**src/rtl/bresenham_pkg.sv**
```systemverilog
// Shared types and widths for the bresenham ray controller.
package bresenham_pkg;

  localparam int STEP_COUNT_WIDTH    = 16;
  localparam int CELLS_WRITTEN_WIDTH = 16;

  // Ray sequencing states.
  typedef enum logic [2:0] {
    IDLE = 3'd0,
    LOAD = 3'd1,
    HIT  = 3'd2,
    STEP = 3'd3,
    FREE = 3'd4,
    DONE = 3'd5
  } ctrl_state_t;

  // Increment that sticks at all-ones instead of wrapping.
  function automatic logic [CELLS_WRITTEN_WIDTH-1:0] sat_inc(
    input logic [CELLS_WRITTEN_WIDTH-1:0] v
  );
    return (v == '1) ? v : v + 1'b1;
  endfunction

endpackage

```
**src/rtl/fixed_pkg.sv**
```systemverilog
// Fixed-point scalar type shared by the ray datapath and its controller.
// Values are two's complement; grid indices are plain integer counts.
package fixed_pkg;

  localparam int FIXED_WIDTH = 32;

  typedef logic signed [FIXED_WIDTH-1:0] fixed_t;

  localparam fixed_t FIXED_MAX = {1'b0, {(FIXED_WIDTH-1){1'b1}}};

endpackage

```
**src/rtl/map_write_hold.sv**
```systemverilog
// Map write port holder: presents a write request to the map RAM and keeps
// map_we/map_occupied stable until map_ready accepts it. write_accepted is a
// one-cycle strobe on the accepting cycle.
// Handshake: a write transfers on every cycle where map_we && map_ready;
// while map_we is high and map_ready low nothing about the write may change.
module map_write_hold (
  input  logic clock,
  input  logic reset_n,
  input  logic req,
  input  logic occupied_in,
  input  logic map_ready,
  output logic map_we,
  output logic map_occupied,
  output logic write_accepted
);

  logic pending_q, pending_d;
  logic occ_q, occ_d;

  // Remember the cell kind of a stalled write so it cannot change while waiting.
  always_comb begin
    map_we         = req;
    map_occupied   = pending_q ? occ_q : occupied_in;
    write_accepted = req && map_ready;
    pending_d      = req && !map_ready;
    occ_d          = map_occupied;
  end

  // Pending flag and captured cell kind.
  always_ff @(posedge clock or negedge reset_n) begin
    if (!reset_n) begin
      pending_q <= 1'b0;
      occ_q     <= 1'b0;
    end else begin
      pending_q <= pending_d;
      occ_q     <= occ_d;
    end
  end

endmodule

```
**src/rtl/bresenham_ctrl.sv**
```systemverilog
// Sequencer for the bresenham_df ray datapath. Latches one beam per
// handshake, loads the endpoint into the datapath x register, writes the
// endpoint occupied and then walks back to the sensor cell writing free cells.
// Optional feature: define BRESENHAM_MAX_RANGE_EN to treat beams with
// magnitude_in >= MAX_RANGE as no-returns (no occupied endpoint write).
// Handshake: a beam transfers on the rising edge where beam_valid && beam_ready;
// beam_ready is high only in IDLE, so the upstream must hold valid while busy.
module bresenham_ctrl
  import fixed_pkg::*;
  import bresenham_pkg::*;
#(
  parameter int unsigned MAX_STEPS = 1023,
  parameter fixed_t      MAX_RANGE = FIXED_MAX
) (
  input  logic                           clock,
  input  logic                           reset_n,
  input  logic                           beam_valid,
  output logic                           beam_ready,
  input  fixed_t                         magnitude_in,
  input  fixed_t                         angle_in,
  input  fixed_t                         sensor_x_in,
  input  fixed_t                         sensor_y_in,
  output fixed_t                         magnitude,
  output fixed_t                         angle,
  output fixed_t                         sensor_x,
  output fixed_t                         sensor_y,
  output logic                           x_we,
  output logic                           x_source,
  input  fixed_t                         current_x,
  output logic                           map_we,
  output logic                           map_occupied,
  input  logic                           map_ready,
  output logic                           busy,
  output logic                           done,
  output logic [CELLS_WRITTEN_WIDTH-1:0] cells_written
);

  localparam logic [STEP_COUNT_WIDTH-1:0] MAX_STEPS_C = STEP_COUNT_WIDTH'(MAX_STEPS);

  ctrl_state_t                     state_q, state_d;
  fixed_t                          magnitude_q, magnitude_d;
  fixed_t                          angle_q, angle_d;
  fixed_t                          sensor_x_q, sensor_x_d;
  fixed_t                          sensor_y_q, sensor_y_d;
  logic [STEP_COUNT_WIDTH-1:0]     steps_q, steps_d;
  logic [CELLS_WRITTEN_WIDTH-1:0]  cells_q, cells_d;
  logic                            no_return_q, no_return_d;

  logic no_return_in;
  logic at_zero;
  logic write_req;
  logic write_occ;
  logic write_accepted;

`ifdef BRESENHAM_MAX_RANGE_EN
  assign no_return_in = (magnitude_in >= MAX_RANGE);
`else
  logic unused_max_range;
  assign no_return_in     = 1'b0;
  assign unused_max_range = ^MAX_RANGE;
`endif

  // A negative index after loading is handled as the sensor cell.
  assign at_zero = current_x[FIXED_WIDTH-1] || (current_x == '0);

  map_write_hold u_map_write_hold (
    .clock          (clock),
    .reset_n        (reset_n),
    .req            (write_req),
    .occupied_in    (write_occ),
    .map_ready      (map_ready),
    .map_we         (map_we),
    .map_occupied   (map_occupied),
    .write_accepted (write_accepted)
  );

  // Next-state, datapath control and beam latching.
  always_comb begin
    state_d     = state_q;
    magnitude_d = magnitude_q;
    angle_d     = angle_q;
    sensor_x_d  = sensor_x_q;
    sensor_y_d  = sensor_y_q;
    steps_d     = steps_q;
    no_return_d = no_return_q;
    cells_d     = write_accepted ? sat_inc(cells_q) : cells_q;
    beam_ready  = 1'b0;
    busy        = 1'b0;
    done        = 1'b0;
    x_we        = 1'b0;
    x_source    = 1'b0;
    write_req   = 1'b0;
    write_occ   = 1'b0;

    case (state_q)
      IDLE: begin
        beam_ready = 1'b1;
        if (beam_valid) begin
          magnitude_d = magnitude_in;
          angle_d     = angle_in;
          sensor_x_d  = sensor_x_in;
          sensor_y_d  = sensor_y_in;
          no_return_d = no_return_in;
          steps_d     = '0;
          cells_d     = '0;
          state_d     = LOAD;
        end
      end
      LOAD: begin
        busy    = 1'b1;
        x_we    = 1'b1;
        state_d = no_return_q ? STEP : HIT;
      end
      HIT: begin
        busy      = 1'b1;
        write_req = 1'b1;
        write_occ = 1'b1;
        if (write_accepted) state_d = at_zero ? DONE : STEP;
      end
      STEP: begin
        busy = 1'b1;
        // Only reachable at the sensor cell straight after a no-return load.
        if (no_return_q && at_zero) begin
          state_d = DONE;
        end else begin
          x_we     = 1'b1;
          x_source = 1'b1;
          steps_d  = steps_q + 1'b1;
          state_d  = FREE;
        end
      end
      FREE: begin
        busy      = 1'b1;
        write_req = 1'b1;
        if (write_accepted) begin
          state_d = (at_zero || steps_q == MAX_STEPS_C) ? DONE : STEP;
        end
      end
      DONE: begin
        done    = 1'b1;
        state_d = IDLE;
      end
      default: state_d = IDLE;
    endcase
  end

  // State and latched beam registers.
  always_ff @(posedge clock or negedge reset_n) begin
    if (!reset_n) begin
      state_q     <= IDLE;
      magnitude_q <= '0;
      angle_q     <= '0;
      sensor_x_q  <= '0;
      sensor_y_q  <= '0;
      steps_q     <= '0;
      cells_q     <= '0;
      no_return_q <= 1'b0;
    end else begin
      state_q     <= state_d;
      magnitude_q <= magnitude_d;
      angle_q     <= angle_d;
      sensor_x_q  <= sensor_x_d;
      sensor_y_q  <= sensor_y_d;
      steps_q     <= steps_d;
      cells_q     <= cells_d;
      no_return_q <= no_return_d;
    end
  end

  assign magnitude     = magnitude_q;
  assign angle         = angle_q;
  assign sensor_x      = sensor_x_q;
  assign sensor_y      = sensor_y_q;
  assign cells_written = cells_q;

endmodule

```
**config.mk**
```make
export PLATFORM = sky130hd
export DESIGN_NAME = bresenham_ctrl
export DESIGN_NICKNAME = d
export VERILOG_FILES = /design/src/rtl/bresenham_pkg.sv /design/src/rtl/fixed_pkg.sv /design/src/rtl/map_write_hold.sv /design/src/rtl/bresenham_ctrl.sv
export SDC_FILE = /design/constraint.sdc
export NUM_CORES = 1
export LEC_CHECK = 0
export CORE_MARGIN = 10
export CORE_UTILIZATION = 38
export CTS_BUF_LIST = sky130_fd_sc_hd__clkbuf_16
export DETAILED_ROUTE_END_ITERATION = 8
export HOLD_SLACK_MARGIN = 0.12
export PLACE_DENSITY = 0.88
export SYNTH_ARGS = -nofsm -noshare
export SYNTH_HDL_FRONTEND = slang
export SYNTH_SLANG_ARGS = --single-unit
export TNS_END_PERCENT = 50
```
**constraint.sdc**
```tcl
create_clock -name clock -period 1.9 [get_ports clock]
set_input_delay 0.285 -clock clock [delete_from_list [all_inputs] [get_ports clock]]
set_output_delay 0.285 -clock clock [all_outputs]
set_load 0.05 [all_outputs]
```
Word level (Yosys, flattened, before mapping)
Cells that the tools add are included.
{"block": "totals", "word_cells": 55, "reg_bits": 165, "in_bits": 164}
{"block": "classes", "eq_ne": 10, "addsub": 2, "n_reduce_logical": 14, "muxes": 20}
{"cell": "16-bit 2-to-1 mux", "n": 5}
{"cell": "16-bit by 1-bit adder with 16-bit output, second input constant", "n": 2}
{"cell": "32-bit zero test", "n": 1}
{"cell": "16-bit one-hot mux with 2 select lines", "n": 1}
{"cell": "16-bit by 10-bit equality test with 1-bit output, second input constant", "n": 1}
{"cell": "16-bit equality test, second input constant", "n": 1}
{"cell": "3-bit 2-to-1 mux", "n": 5}
{"cell": "3-bit one-hot mux with 5 select lines", "n": 1}
{"cell": "1-bit 2-to-1 mux", "n": 8}
{"cell": "3-bit by 2-bit equality test with 1-bit output, second input constant", "n": 2}
{"cell": "3-bit equality test, second input constant", "n": 2}
{"cell": "2-bit != test, second input constant", "n": 3}
{"cell": "2-bit AND reduction", "n": 2}
{"cell": "2-bit OR reduction", "n": 2}
{"cell": "4-bit OR reduction", "n": 1}
{"cell": "3-bit by 1-bit equality test with 1-bit output, second input constant", "n": 1}
{"cell": "3-bit zero test", "n": 1}
{"cell": "3-bit AND reduction", "n": 1}
{"cell": "1-bit logical AND", "n": 2}
{"cell": "1-bit logical OR", "n": 2}
{"cell": "2-bit nonzero test", "n": 1}
{"cell": "1-bit zero test", "n": 1}

Depth between registers and ports, before layout
{"block": "depth", "depth_word": 7, "ltp_mapped": 8, "ltp_nobuf": 6}

Modules after synthesis
Synthesis repeated with hierarchy kept, for this count alone.
{"block": "unflattened", "hier_cells": 774, "hier_area_um2": 6877.8}
{"mod": "bresenham_ctrl", "instances": 1, "seq_area_each_um2": 4078.9, "cells_per_inst": 768, "area_each_um2": 6792.8}
{"mod": "map_write_hold", "instances": 1, "seq_area_each_um2": 50.0, "cells_per_inst": 6, "area_each_um2": 85.1}

Worst setup path before layout
Ideal clock, no wire load.
{"block": "synth_timing", "path_type": "flip-flop to flip-flop", "from": "reg cells_q[0], in the netlist cells_written[0]", "to": "reg cells_q[3], in the netlist cells_written[3]", "required_ns": 1.815, "period_less_slack_ns": 2.228, "path_stages_with_launch": 7, "path_buffers": 0, "setup_slack_ns": -0.328, "arrival_time_ns": 2.143, "setup_time_ns": 0.085, "path_cell_list": "dfrtp_1 -> ha_1 -> nand4_1 -> nor4_2 -> nor2_1 -> nand4_1 -> mux2i_1"}
{"block": "synth_between", "elab_chain_len": 5, "word_cells_on_any_way": 6, "classes_between": "add/sub: 1; eq/ne: 1; mux: 4"}
{"element": "start, declared", "line": "bresenham_ctrl.sv:46", "source": "logic [CELLS_WRITTEN_WIDTH-1:0] cells_q, cells_d;"}
{"element": "start signal, assigned", "line": "bresenham_ctrl.sv:165", "source": "cells_q <= cells_d;"}
{"element": "16-bit by 1-bit adder with 16-bit output / 16-bit equality test (equally long branches)", "line": "bresenham_pkg.sv:21", "source": "return (v == '1) ? v : v + 1'b1;"}
{"element": "16-bit 2-to-1 mux (*)", "line": "bresenham_pkg.sv:21"}
{"element": "16-bit 2-to-1 mux (*)", "line": "bresenham_ctrl.sv:86", "source": "cells_d = write_accepted ? sat_inc(cells_q) : cells_q;"}
{"element": "16-bit 2-to-1 mux", "line": "bresenham_ctrl.sv:98", "source": "if (beam_valid) begin"}
{"element": "16-bit 2-to-1 mux (*)", "line": "bresenham_ctrl.sv:95", "source": "case (state_q)"}
{"element": "via cells_d[3]", "line": "bresenham_ctrl.sv:46"}
Mark *: on every way through the listed nets, which the timed path passes. The rest lies on a longest branch.
A chain may end at the register's enable or synchronous reset.

Worst setup path after layout
{"block": "layout_timing", "from": "reg state_q[1]", "to": "reg cells_q[11], in the netlist cells_written[11]"}
{"block": "layout_between", "elab_chain_len": 7, "word_cells_on_any_way": 9, "classes_between": "eq/ne: 2; mux: 4; reduce/logical: 3"}
{"element": "start, declared", "line": "bresenham_ctrl.sv:40", "source": "ctrl_state_t state_q, state_d;"}
{"element": "start signal, assigned", "line": "bresenham_ctrl.sv:159", "source": "state_q <= state_d;"}
{"element": "3-bit equality test / 3-bit by 2-bit equality test with 1-bit output (equally long branches)", "line": "bresenham_ctrl.sv:95"}
{"element": "2-bit OR reduction (no source line)"}
{"element": "1-bit 2-to-1 mux", "line": "bresenham_ctrl.sv:95"}
{"element": "1-bit logical AND", "line": "map_write_hold.sv:24", "source": "write_accepted = req && map_ready;"}
{"element": "16-bit 2-to-1 mux", "line": "bresenham_ctrl.sv:86"}
{"element": "16-bit 2-to-1 mux", "line": "bresenham_ctrl.sv:98"}
{"element": "16-bit 2-to-1 mux (*)", "line": "bresenham_ctrl.sv:95"}
{"element": "via cells_d[11]", "line": "bresenham_ctrl.sv:46"}
Marked as above.

==> metrics.cfg <==
[sta]
rsz0062_at_grt=yes
timing.final.ws_setup_ns=-0.00119
finalHoldViolCount=0
tightest_slew_ns=0.546
maxSlewHeadroom_pct=63.5
tns_ns=-0.00119
fin_crit_sh_pct=100
skew_ns=0.00779
drv_slew=0
period_minus_slack_ns=1.90
fmax_ghz=0.526
finalSetupViolations=1

[routing]
wl_per_cell_um=17.7
drcViolationCount=0
initialDrtViolationCount=316
finalWirelength_um=23800
vias_per_cell=4.87
drt_first_pass_iters=4
antenna_left=0
vias=6566

[power]
power_density_nw_per_um2=1790
comb_power_share_pct=54.8
p_total_mw=20.2
clkPwrFrac_pct=17.3
pwr-share-seq_pct=27.9
peakVddDrop_uv=1190
p_switching_mw=10.0
p_int_mw=10.2
p_sw_share_pct=49.7
leakagePower_nw=6.13

[synthesis]
synthMuxAreaShare_pct=0.879
ys_seq_elements=165
synth_area_leaders=dfrtp_1, nand2_1, nor2_1
synth_simple_gate_area_share_pct=30.1
synth_xor_area_share_pct=1.03
async_flop_share_pct=100
synth_nets=935
synth_top_family_by_area=simple AND/OR/NAND/NOR gates
synth.distinct_cells=43
syn_inst=769
synth_area_sq_um=6830
yosys.area_share.adder_pct=0.366
synth_edf_count=0
ys.warnings.count=0
yosysTopAreaCellShare_pct=60.5
yosys.area.top_type=dfrtp_1
seq_area_frac_synth_pct=60.5
avgSynthCellArea_sq_um=8.88
ys_dominant_reg_cell=dfrtp_1
synth_compound_area_share_pct=4.47

[floorplanning]
dieArea_sq_um=23700
dieHeight_um=154
initial_core_util_pct=39.1
io_pins=315
core_sq_um=17500
die_x_um=154
core.rowCount=48

[outcome]
violations=negative setup slack
status=complete, but fails checks

[clock_tree]
cts_tree=built
cts.path.max_buffers=2
numCtsBuffers=17
cts-root-buf=clkbuf_16
clock_sinks=165
htreeDepth=4
path_clk_slew_ns=0.07
clk_latency_ns=0.41

[critical_path]
slowest_delay_ns=0.40
cp_num_buf_inv=2
crit_required_ns=2.20
crit_path_end_kind=register
cp_top_family=compound AO/OA/AOI/OAI gates
crit_type=register to register
path_cells=buf_6 -> nand2b_4 -> a211o_1 -> or3_4 -> buf_4 -> o21ai_1 -> a21oi_2
path_max_fanout=4
slowest_stage=dfrtp_1
arrival_ns=2.21
cp-start-kind=register

[grt]
track_usage_pct=19.3
use_met2_pct=33.9
grt_pass1_wl_um=37100
top_usage_layer=met2
grt_use_met1_pct=21.5
grtUsageMet3_pct=6.56
grt_pass1_vias=6925
antenna_found_initial=0
grt_start_max_net_pins=76
overflow=0

[final_layout]
nNetsFinal=1276
drive_gt1_share_pct=12.9
antenna_cells=0
instances_no_fill=1348
syn2layout_area_growth_pct=65.6
final_area_sq_um=11300
fin_util_pct=64.7

[placement]
port_buffers=314
dp_cells=1308
routabilityCongestion=0.838
postPlaceCellArea_sq_um=10500
hpwlAfterDp_um=17900

[min_path]
worstHoldPathType=input port to async pin

[job]
maxCapViolCount=0

stage by stage:
step                      hold WS (ns)  setup WS (ns)
final                            0.388       -0.00119
after global routing             0.382        -0.0979
after CTS                        0.367       -0.00744
after detailed placement         0.274         -0.171
after global placement           0.266        -0.0814
after floorplan                -0.0106         -0.162
flip-flops by register name, summed over array words and instances (netlist names):
register and cells:
angle 32, cells_written 16, magnitude 32, sensor_x 32, sensor_y 32, state_q 3
steps_q 16, u_map_write_hold.occ_q 1, u_map_write_hold.pending_q 1
final cells by class:
type | count | area (sq um)
Clock buffer | 17 | 425
Timing Repair Buffer | 358 | 3620
Tap cell | 225 | 282
Inverter | 7 | 27.5
Clock inverter | 15 | 170
Sequential cell | 165 | 4140
Multi-Input combinational cell | 561 | 2640
Fill cell | 1365 | 6170
synth_stat cells (6+ instances only):
| cell type | instances |
|---|---|
| mux2i_1 | 6 |
| nor4_1 | 15 |
| nand2_1 | 405 |
| o21ai_0 | 19 |
| dfrtp_1 | 165 |
| nand4_1 | 12 |
| nand3_1 | 9 |
| clkbuf_1 | 23 |
| nor2_1 | 27 |
| nor3_1 | 7 |
| buf_2 | 11 |
| xnor2_1 | 7 |
| inv_1 | 6 |
| a21oi_1 | 8 |
worst reg2reg max path, cell delays in order (launching register included):
cell,delay (ns)
dfrtp_1,0.40
buf_6,0.12
nand2b_4,0.15
a211o_1,0.31
or3_4,0.37
buf_4,0.15
o21ai_1,0.20
a21oi_2,0.08
per-layer routing:
metal	vias up	part of all wire [%]
li1	3151	-
met1	3168	38
met2	216	53
met3	31	6.7
met4	0	1.9
met5	-	0
path summary, 6_finish.rpt:
path                                   start  slack, ns                 to  cells after the start
worst max-delay path              state_q[1]     -0.001  cells_written[11]                      7
worst min-delay path                 reset_n       0.39      magnitude[22]                      2
worst max register to register    state_q[1]     -0.001  cells_written[11]                      7
worst min register to register     angle[18]       0.47          angle[18]                      2
max in group asynchronous            reset_n       0.84       magnitude[3]                      3
min in group clock              angle_in[17]       0.39          angle[17]                      3
cells by family (layout without fill, tap and decap cells):
family,after synthesis,after routing
and+or+nand+nor,496,496
xor gates and xnor gates,8,8
buffers and inverters,43,397
DFF,165,165
adders and majority gates,2,2
muxes,6,6
AOI/OAI and AO/OA,49,49
layout by cell type (no fill, tap or decap), types with 2 or more instances in the layout:
master | Yosys | routed
nand2_1 | 405 | 404
clkdlybuf4s50_1 | 0 | 165
dfrtp_1 | 165 | 158
dlygate4sd2_1 | 0 | 64
buf_4 | 1 | 60
dlymetal6s2s_1 | 0 | 49
nor2_1 | 27 | 25
clkbuf_16 | 0 | 17
o21ai_0 | 19 | 16
buf_12 | 0 | 14
nand4_1 | 12 | 12
nand3_1 | 9 | 9
nor4_1 | 15 | 9
xnor2_1 | 7 | 7
dfrtp_2 | 0 | 7
a21oi_1 | 8 | 6
mux2i_1 | 6 | 6
inv_1 | 6 | 5
a31oi_1 | 5 | 5
and3_1 | 5 | 5
nor4_2 | 1 | 5
nor3_1 | 7 | 5
buf_6 | 1 | 5
o31ai_1 | 5 | 4
inv_6 | 0 | 4
clkinv_2 | 0 | 3
inv_8 | 0 | 3
clkinvlp_4 | 0 | 3
nor3_2 | 0 | 2
nand2b_4 | 2 | 2
o21ai_1 | 0 | 2
or3_1 | 2 | 2
a21oi_2 | 0 | 2
nor4_4 | 0 | 2
nor2_2 | 0 | 2
o21bai_1 | 2 | 2
a22o_1 | 2 | 2
o41ai_1 | 2 | 2
bufinv_16 | 0 | 2
power groups by stage:
stage	logic (mW)	registers (mW)	clock network [mW]
floorplan	2.47	10.2	0
global placement	11.3	5.66	0
detailed placement	11.5	5.73	0
CTS	11.1	5.66	3.57
global route	11.7	5.83	3.74
finish	11.1	5.64	3.50
timing repair:
action	CTS	global route
pin swaps	3	2
endpoints found under the hold margin	45	0
resized for setup	71	68
endpoints found under the setup margin	68	71
buffers inserted	2	5
hold buffers	1	0
(Power assumes the default switching activity.)
